==> src/rtl/mod_updown_counter.sv <==
// Parametrised load/up/down counter: runtime modulus, wrap/saturate, prescaler,
// registered terminal-count pulse and sticky boundary flag. One-clock update latency.
module mod_updown_counter #(
  parameter int WIDTH   = 8,
  parameter int PRESC_W = 4
) (
  input  logic               clk,
  input  logic               rst,
  input  logic               en,
  input  logic               is_up,
  input  logic               load,
  input  logic [WIDTH-1:0]   in,
  input  logic [WIDTH-1:0]   max_val,
  input  logic               sat_mode,
  input  logic [PRESC_W-1:0] presc_div,
  input  logic               clr_flag,
  output logic [WIDTH-1:0]   count,
  output logic               tc,
  output logic               bnd_flag
);

  localparam logic [WIDTH-1:0]   C_ONE = WIDTH'(1);
  localparam logic [PRESC_W-1:0] P_ONE = PRESC_W'(1);

  logic [WIDTH-1:0]   r_count;
  logic [PRESC_W-1:0] r_pc;
  logic               r_tc;
  logic               r_flag;

  logic               w_step;
  logic               w_bnd;
  logic [WIDTH-1:0]   w_load_val;
  logic [WIDTH-1:0]   w_step_val;

  assign w_step     = !load && en && (r_pc == presc_div);
  assign w_load_val = (in > max_val) ? max_val : in;

  // ">=" on the up side covers max_val lowered below the current count at runtime
  always_comb begin
    w_bnd      = 1'b0;
    w_step_val = r_count;
    if (w_step) begin
      if (is_up) begin
        if (r_count >= max_val) begin
          w_bnd      = 1'b1;
          w_step_val = sat_mode ? max_val : '0;
        end else begin
          w_step_val = r_count + C_ONE;
        end
      end else begin
        if (r_count == '0) begin
          w_bnd      = 1'b1;
          w_step_val = sat_mode ? '0 : max_val;
        end else begin
          w_step_val = r_count - C_ONE;
        end
      end
    end
  end

  always_ff @(posedge clk or posedge rst) begin
    if (rst) begin
      r_count <= '0;
      r_pc    <= '0;
      r_tc    <= 1'b0;
    end else if (load) begin
      r_count <= w_load_val;
      r_pc    <= '0;
      r_tc    <= 1'b0;
    end else if (en) begin
      r_pc    <= w_step ? '0 : r_pc + P_ONE;
      r_count <= w_step_val;
      r_tc    <= w_bnd;
    end else begin
      r_tc    <= 1'b0;
    end
  end

  // Set beats clear when both land on the same edge
  always_ff @(posedge clk or posedge rst) begin
    if (rst) begin
      r_flag <= 1'b0;
    end else if (w_bnd) begin
      r_flag <= 1'b1;
    end else if (clr_flag) begin
      r_flag <= 1'b0;
    end
  end

  assign count    = r_count;
  assign tc       = r_tc;
  assign bnd_flag = r_flag;

endmodule

==> config.mk <==
export PLATFORM = sky130hd
export DESIGN_NAME = mod_updown_counter
export DESIGN_NICKNAME = d
export VERILOG_FILES = /design/src/rtl/mod_updown_counter.sv
export SDC_FILE = /design/constraint.sdc
export NUM_CORES = 1
export LEC_CHECK = 0
export ABC_AREA = 1
export BUFFER_PORTS_ARGS = -buffer_cell sky130_fd_sc_hd__buf_4
export CORE_MARGIN = 2
export CORE_UTILIZATION = 45
export CTS_CLUSTER_DIAMETER = 50
export DETAILED_ROUTE_END_ITERATION = 16
export MAX_ROUTING_LAYER = met4
export PLACE_DENSITY_LB_ADDON = 0.2
export SLEW_MARGIN = 10
export SYNTH_ARGS = -nofsm -noshare
export SYNTH_HDL_FRONTEND = slang
export SYNTH_SLANG_ARGS = --single-unit
==> constraint.sdc <==
create_clock -name clk -period 4 [get_ports clk]
set_clock_uncertainty 0.1 [all_clocks]
set_input_delay 0.2 -clock clk [delete_from_list [all_inputs] [get_ports clk]]
set_output_delay 0.2 -clock clk [all_outputs]
set_load 0.02 [all_outputs]
== Word level (Yosys, flattened, before mapping) ==
Cells that the tools add are included.
Word-level totals
  bits in registers: 14
  input bits: 27
  logic and storage cells: 38
Cells by class
  $add $sub $neg: 3
  $lt $le $gt $ge: 2
  eq/ne operators: 1
  mux-type cells: 20
  reduce and logical (&&, ||, !) cells: 8
Operators by type and width (count)
  8-bit two-way mux: 9
  4-bit two-way mux: 3
  8-bit by 1-bit adder with 8-bit output, second input constant: 1
  8-bit greater-or-equal comparator: 1
  8-bit greater-than comparator: 1
  8-bit logical NOT: 1
  1-bit two-way mux: 8
  8-bit by 1-bit subtractor with 8-bit output, second input constant: 1
  2-bit nonzero test: 3
  4-bit by 1-bit adder with 4-bit output, second input constant: 1
  4-bit == test: 1
  1-bit logical AND: 2
  2-bit AND reduction: 1
  1-bit logical NOT: 1

== Depth between registers and ports, before layout ==
Gate-level depths: netlist of the first run.
  depth in word-level cells: 6
  depth in mapped cells: 15

== Least setup slack after synthesis of the first run ==
OpenSTA, ideal clock, no wires.
  kind: register to register
  start point: register r_count[0] (netlist: count[0])
  end point: register r_count[5] (netlist: count[5])
  arrival: 1748 ps
  setup slack: 2079 ps
  stages on the path, launching flop included: 14
  buffers on the path: 0
  period minus slack after synthesis: 1921 ps
  cells stage by stage: dfrtp_1 > inv_1 > ha_1 > nand2_1 > nor2_1 > nor2_1 > nand2_1 > nand2_2 > nand2_2 > nand2_1 > nand3_1 > nand2_1 > nand2_1 > a21oi_2
On the way
  word-level cells in the longest chain between the ends: 6
  elaborated cells on any way between the ends: 10
  classes of those cells: add/sub: 2; order compare: 1; mux: 6; reduce/logical: 1
Ends and longest elaborated chain
  start, declared: line 25  | logic [WIDTH-1:0] r_count;
  start signal, assigned: line 67  | r_count <= w_load_val;
  start signal, assigned: line 72  | r_count <= w_step_val;
  8-bit by 1-bit subtractor with 8-bit output, or another cell as far along: line 55  | w_step_val = r_count - C_ONE;
  8-bit two-way mux, on equally long branches: line 51, 44
  8-bit two-way mux *: line 43  | if (is_up) begin
  8-bit two-way mux *: line 42  | if (w_step) begin
  8-bit two-way mux *: line 70  | end else if (en) begin
  8-bit two-way mux *: line 66  | end else if (load) begin
Mark *: on every way between the ends. The rest lies on a longest branch, timed or not. The select of a mux whose other input is x is not followed.
A chain may end at the register's enable or synchronous reset.

== Worst setup path in the final report of the first run ==
  start point: register r_count[0] (netlist: count[0])
  end point: register r_count[3] (netlist: count[3])
The elaborated chain is that of the path after synthesis.

==> results.toml, run 1 <==
[outcome]
outcome = "completed"

[sta]
fin_crit_sh_pct = 55.3
hold_viol_final = 0
min_period_ns = 2.21
worst_pin_slew_ns = 0.522
relSlewSlack_pct = 65.2
rsz0062_at_grt = "false"
finalSetupTns_ns = 0
hold_ws_ns = 0.0314
max_freq_ghz = 0.452
setup_violations = 0
slew_violations = 0
worst_slack_ns = 1.79

[cts]
htreeDepth = 1
root_buffer = "clkbuf_8"
cts_resized = 0
clk_pin_slew_worst_paths_ns = 0.06
clock-sinks = 14
cts_buffers = 3
clockBufferDepth = 2
cts_tree = "yes"
clk_latency_ns = 0.25

[floorplan]
io_pins = 37
core.rowCount = 23
die_height_um = 69.4
start_util_pct = 47.5
core_mm2 = 0.00406
die_x_um = 69.4
fp.dieArea_mm2 = 0.00482

[power]
leakage_nw = 1.25
p_total_w = 0.000701
power.density_mw_per_mm2 = 309
vdd.ir_drop.worst_mv = 0.118

[synthesis]
synth_warnings = 0
ys_ff_latch = 14
synth_fp_nets = 359
syn_avg_cell_area_um2 = 6.18
synth_cell_type_count = 30
synth_seq_area_share_pct = 18.2
syn-cell-area_mm2 = 0.00193
synth_cells = 312

[critical_path]
cp_max_fo = 10
r2r_start = "count[0]$_DFFE_PP0P_"
critical_path_class = "flop to flop"
cp.required_ns = 4.07
cp-end-kind = "flop"
crit_start = "count[0]$_DFFE_PP0P_"
start_kind = "flop"
cp.arrival_ns = 2.28

[drt]
drtPass1Iterations = 4
drc = 0
wl_per_cell_um = 12.1
ant_nets = 0
wl_mm = 4.76
via_per_inst = 5.06
drtIter0Drc = 199
vias = 2000

[global_routing]
grt_start_max_net_pins = 17
grt_first_pass_wirelength_mm = 7.93
grt_use_met3_pct = 1.02
antenna_found_initial = 0
use_met1_pct = 29.0
met2_usage_pct = 32.2
busiest_layer = "met2"
grt-ovfl-total = 0
grt_use_total_pct = 20.5
grt_pass1_vias = 1734

[placement]
globalplace.congestion = 0.910
placed_cells = 390
dp_slack_ns = 1.80
hpwl_mm = 3.85
io_buffers = 36

[worst_hold_path]
holdCritStartpoint = "clr_flag"
hold_path.class = "input pin to flop"

[cells_and_area]
antennaDiodeCount = 0
finalNetCount = 393
fin_cells = 395
seqCellArea_um2 = 350
drive_gt1_share_pct = 18.8
multi_input_area_mm2 = 0.00137
synthToLayoutAreaGrowth_pct = 17.8
n_fill_cell = 426

[job]
max_cap_viol_count = 0
==> final timing paths <==
path | end | slack (ns) | cells after the start
hold / removal | bnd_flag$_DFFE_PP0P_ | 0.03 | 2
hold reg to reg | bnd_flag$_DFFE_PP0P_ | 0.44 | 2
min in group asynchronous | r_pc[2]$_DFFE_PP0P_ | 0.43 | 3
max in group asynchronous | count[7]$_DFFE_PP0P_ | 3.01 | 3
setup / recovery | count[3]$_DFFE_PP0P_ | 1.79 | 13
setup reg to reg | count[3]$_DFFE_PP0P_ | 1.79 | 13
==> power by group <==
part	internal [W]	switching (W)	total (W)
Clock	0.0000872	0.0000499	0.000137
Sequential	0.000159	0.0000466	0.000205
Combinational	0.000145	0.000213	0.000359
==> sequential cells by signal (all words and copies together) (netlist names) <==
name,cells
bnd_flag,1
count,8
r_pc,4
tc,1
==> cell usage in the layout (no fill, tap or decap) <==
cell type / count
buf_4: 36
o21ai_0: 1
dlygate4sd3_1: 1
nand3_1: 36
nor3b_4: 1
nand4_2: 1
a21oi_1: 24
a21oi_2: 1
nor2_2: 1
xor2_1: 10
a211oi_1: 2
nand3_4: 1
inv_1: 30
nand3_2: 1
nand2_1: 84
nor2_4: 3
and2_1: 1
nand2_2: 5
a21oi_4: 1
xnor2_1: 1
inv_2: 9
o21ai_1: 3
dfrtp_1: 14
o22ai_1: 2
clkinv_2: 1
nor2_1: 49
ha_1: 20
clkbuf_8: 4
a21o_1: 2
==> layer usage <==
| layer | up-vias | part of all wire [%] |
|---|---|---|
| met5 | - | 0 |
| met4 | 0 | 0.57 |
| met3 | 3 | 4.7 |
| met2 | 53 | 45 |
| met1 | 881 | 50 |
| li1 | 1063 | - |
==> synth_stat cells <==
master | count | area [µm²]
a211oi_1 | 2 | 15.0
a21o_1 | 2 | 15.0
a21oi_1 | 24 | 120
a21oi_2 | 1 | 8.76
a21oi_4 | 1 | 16.3
and2_1 | 1 | 6.26
buf_2 | 2 | 10.0
buf_4 | 4 | 30.0
buf_6 | 1 | 11.3
clkbuf_1 | 1 | 3.75
clkinv_2 | 1 | 5.00
dfrtp_1 | 14 | 350
ha_1 | 20 | 250
inv_1 | 30 | 113
inv_2 | 9 | 33.8
nand2_1 | 84 | 315
nand2_2 | 5 | 31.3
nand3_1 | 36 | 180
nand3_2 | 1 | 10.0
nand3_4 | 1 | 17.5
nand4_2 | 1 | 12.5
nor2_1 | 49 | 184
nor2_2 | 1 | 6.26
nor2_4 | 3 | 33.8
nor3b_4 | 1 | 18.8
o21ai_0 | 1 | 5.00
o21ai_1 | 3 | 15.0
o22ai_1 | 2 | 12.5
xnor2_1 | 1 | 8.76
xor2_1 | 10 | 87.6
==> cell families after synthesis <==
logic type                 after synthesis  synth area share, %
and+or+nand+nor                        183                 42.3
AOI/OAI and AO/OA                       36                 10.8
adders and majority gates               20                 13.0
DFF                                     14                 18.2
buffers and inverters                   48                 10.7
xor gates and xnor gates                11                 5.00
==> final cells by class <==
type | count | share of cell area, %
flip-flops and latches | 14 | 15.4
repair buffers | 37 | 12.3
clock buffers | 4 | 2.43
multi-input cells | 250 | 60.4
well taps | 50 | 2.76
inverters | 40 | 6.67
==> critical path: stages, from the launching register on <==
cell and delay, ns:
dfrtp_1 0.44, inv_1 0.25, ha_1 0.29, nand2_1 0.06, nor2_1 0.04, nor2_1 0.08
nand2_1 0.08, nand2_2 0.19, nand2_2 0.17, nand2_1 0.11, nand3_1 0.07, nand2_1 0.07
nand2_1 0.05, a21oi_1 0.15
==> metrics by stage <==
stage                     area [µm²]  utilization (%)
final                           2270             55.9
after global routing            2270             55.9
after CTS                       2270             55.9
after detailed placement        2200             54.3
after global placement          2200             54.3
after floorplan                 1930                -
==> what timing repair did <==
action,CTS,global route
hold endpoints to repair,14,0
hold buffers,1,0
setup buffers,0,0
Power figures use the tool's default switching activity.
==> run 2: changes to the inputs <==
==> constraint.sdc (replaced) <==
create_clock -name clk -period 2.25 [get_ports clk]
set_clock_uncertainty 0.1 [all_clocks]
set_input_delay 0.1125 -clock clk [delete_from_list [all_inputs] [get_ports clk]]
set_output_delay 0.1125 -clock clk [all_outputs]
set_load 0.02 [all_outputs]
==> results.toml, run 2 (synthesis results as in run 1) <==
[outcome]
outcome = "completed"

[sta]
fin_crit_sh_pct = 90.8
setup_violations = 0
min_period_ns = 2.04
max_freq_ghz = 0.489
worst_slack_ns = 0.207
relSlewSlack_pct = 64.3
rsz0062_at_grt = "false"
hold_viol_final = 0
finalSetupTns_ns = 0
slew_violations = 0
worst_pin_slew_ns = 0.535

[critical_path]
crit_path_top_delay_cell = "dfrtp_1"
ff2ff_setup_slack_ns = 0.21
cp_cell_sequence = "ha_1, nand2_1, nor2_1, nor2_1, nand2_1, nand2_2, nand2_2, nand2_1, nand3_1, nand2_1, nand2_1, a21oi_1"
cp_max_fo = 10
cp-end-kind = "flop"
cp.arrival_ns = 2.10
critPathMostFrequentCell = "nand2_1"
cp.required_ns = 2.31
critical_path_class = "flop to flop"
start_kind = "flop"
slowest_delay_ns = 0.52

[cts]
htreeDepth = 1
cts_tree = "yes"
cts_setup_buffers = 0
cts_buffers = 3
clock-sinks = 14
clockBufferDepth = 2
clk_latency_ns = 0.25
root_buffer = "clkbuf_8"
clk_pin_slew_worst_paths_ns = 0.06

[power]
switching_power_w = 0.000565
clockPowerShare_pct = 19.4
combPwrFrac_pct = 55.5
swShare_pct = 43.8
power.density_mw_per_mm2 = 550
vdd.ir_drop.worst_mv = 0.233
p_int_w = 0.000726
power_frac_seq_pct = 25.1
leakage_nw = 1.29

[cells_and_area]
fin_util_pct = 57.9
largest_reg_flops = 8
synthToLayoutAreaGrowth_pct = 21.9
antennaDiodeCount = 0
final_common_cell = "nand2_1"
finalNetCount = 403
drive_gt1_share_pct = 21.4
layout_common_cells = "84 x nand2_1, 49 x nor2_1, 45 x buf_4"

[global_routing]
antenna_found_initial = 0
grt_use_total_pct = 22.4
grt_start_max_net_pins = 17
grt_pass1_vias = 1886
grt-ovfl-total = 0
grt_first_pass_wirelength_mm = 8.68

[drt]
drc = 0
via_per_inst = 5.14
vias = 2082
ant_nets = 0
drtPass1Iterations = 5
drtIter0Drc = 133
wl_mm = 5.02
wl_per_cell_um = 12.4

[floorplan]
start_util_pct = 47.5
core_mm2 = 0.00406
fp.dieArea_mm2 = 0.00482
die_x_um = 69.4
core.rowCount = 23
io_pins = 37
die_height_um = 69.4

[placement]
globalplace.congestion = 0.897
hpwl_mm = 4.11
io_buffers = 36
dp_slack_ns = 0.151

[job]
max_cap_viol_count = 0

[worst_hold_path]
hold_path.class = "input pin to flop"
-- run 2: final cells by class --
| type | count | area [µm²] |
|---|---|---|
| inverter | 40 | 151 |
| fill | 407 | 1710 |
| clock buffer | 4 | 55.1 |
| timing repair buffer | 47 | 358 |
| sequential | 14 | 352 |
| tap | 50 | 62.6 |
| multi-input combinational | 250 | 1370 |
-- run 2: metal layers --
metal  share of wire, %  track usage [%]  up-vias
li1                   -                -     1081
met1                 48             31.4      922
met2                 44             33.2       70
met3                5.5             2.18        9
met4                2.0             8.71        0
met5                  0                -        -
-- run 2: worst max-delay path, delay by kind of cell, from the launching register on --
kind / cells / cell delay [ns]
and+or+nand+nor: 10 / 0.86
AOI/OAI and AO/OA: 1 / 0.17
adders and majority gates: 1 / 0.31
DFF: 1 / 0.52
-- run 2: power by group through the flow --
| stage | combinational (W) | clock [W] | sequential [W] |
|---|---|---|---|
| finish | 0.000716 | 0.000250 | 0.000324 |
| CTS | 0.000712 | 0.000251 | 0.000322 |
| floorplan | 0.000456 | 0 | 0.000366 |
| global route | 0.000814 | 0.000258 | 0.000329 |
| global placement | 0.000699 | 0 | 0.000325 |
| detailed placement | 0.000708 | 0 | 0.000327 |
-- run 2: final timing paths --
check / to / cells after the start / start
setup / recovery: count[0]$_DFFE_PP0P_ / 12 / count[1]$_DFFE_PP0P_
hold / removal: r_pc[3]$_DFFE_PP0P_ / 3 / en
max in group asynchronous: count[0]$_DFFE_PP0P_ / 3 / rst
min in group asynchronous: r_pc[0]$_DFFE_PP0P_ / 3 / rst
hold reg to reg: bnd_flag$_DFFE_PP0P_ / 2 / bnd_flag$_DFFE_PP0P_
setup reg to reg: count[0]$_DFFE_PP0P_ / 12 / count[1]$_DFFE_PP0P_
-- run 2: timing repair --
action,4_1_cts,5_1_grt
hold endpoints to repair,15,0
setup endpoints to repair,0,8
gates resized for setup,0,2
hold buffers,2,0
-- run 2: stage by stage --
stage / hold slack [ns] / total power [W] / cell area [µm²] / cells
finish: 0.0288 / 0.00129 / 2350 / 405
global route: 0.0491 / 0.00140 / 2350 / 405
CTS: 0.0284 / 0.00129 / 2350 / 405
detailed placement: 0.0935 / 0.00103 / 2270 / 399
global placement: 0.0891 / 0.00102 / 2270 / 399
floorplan: -0.0983 / 0.000822 / 1930 / 312
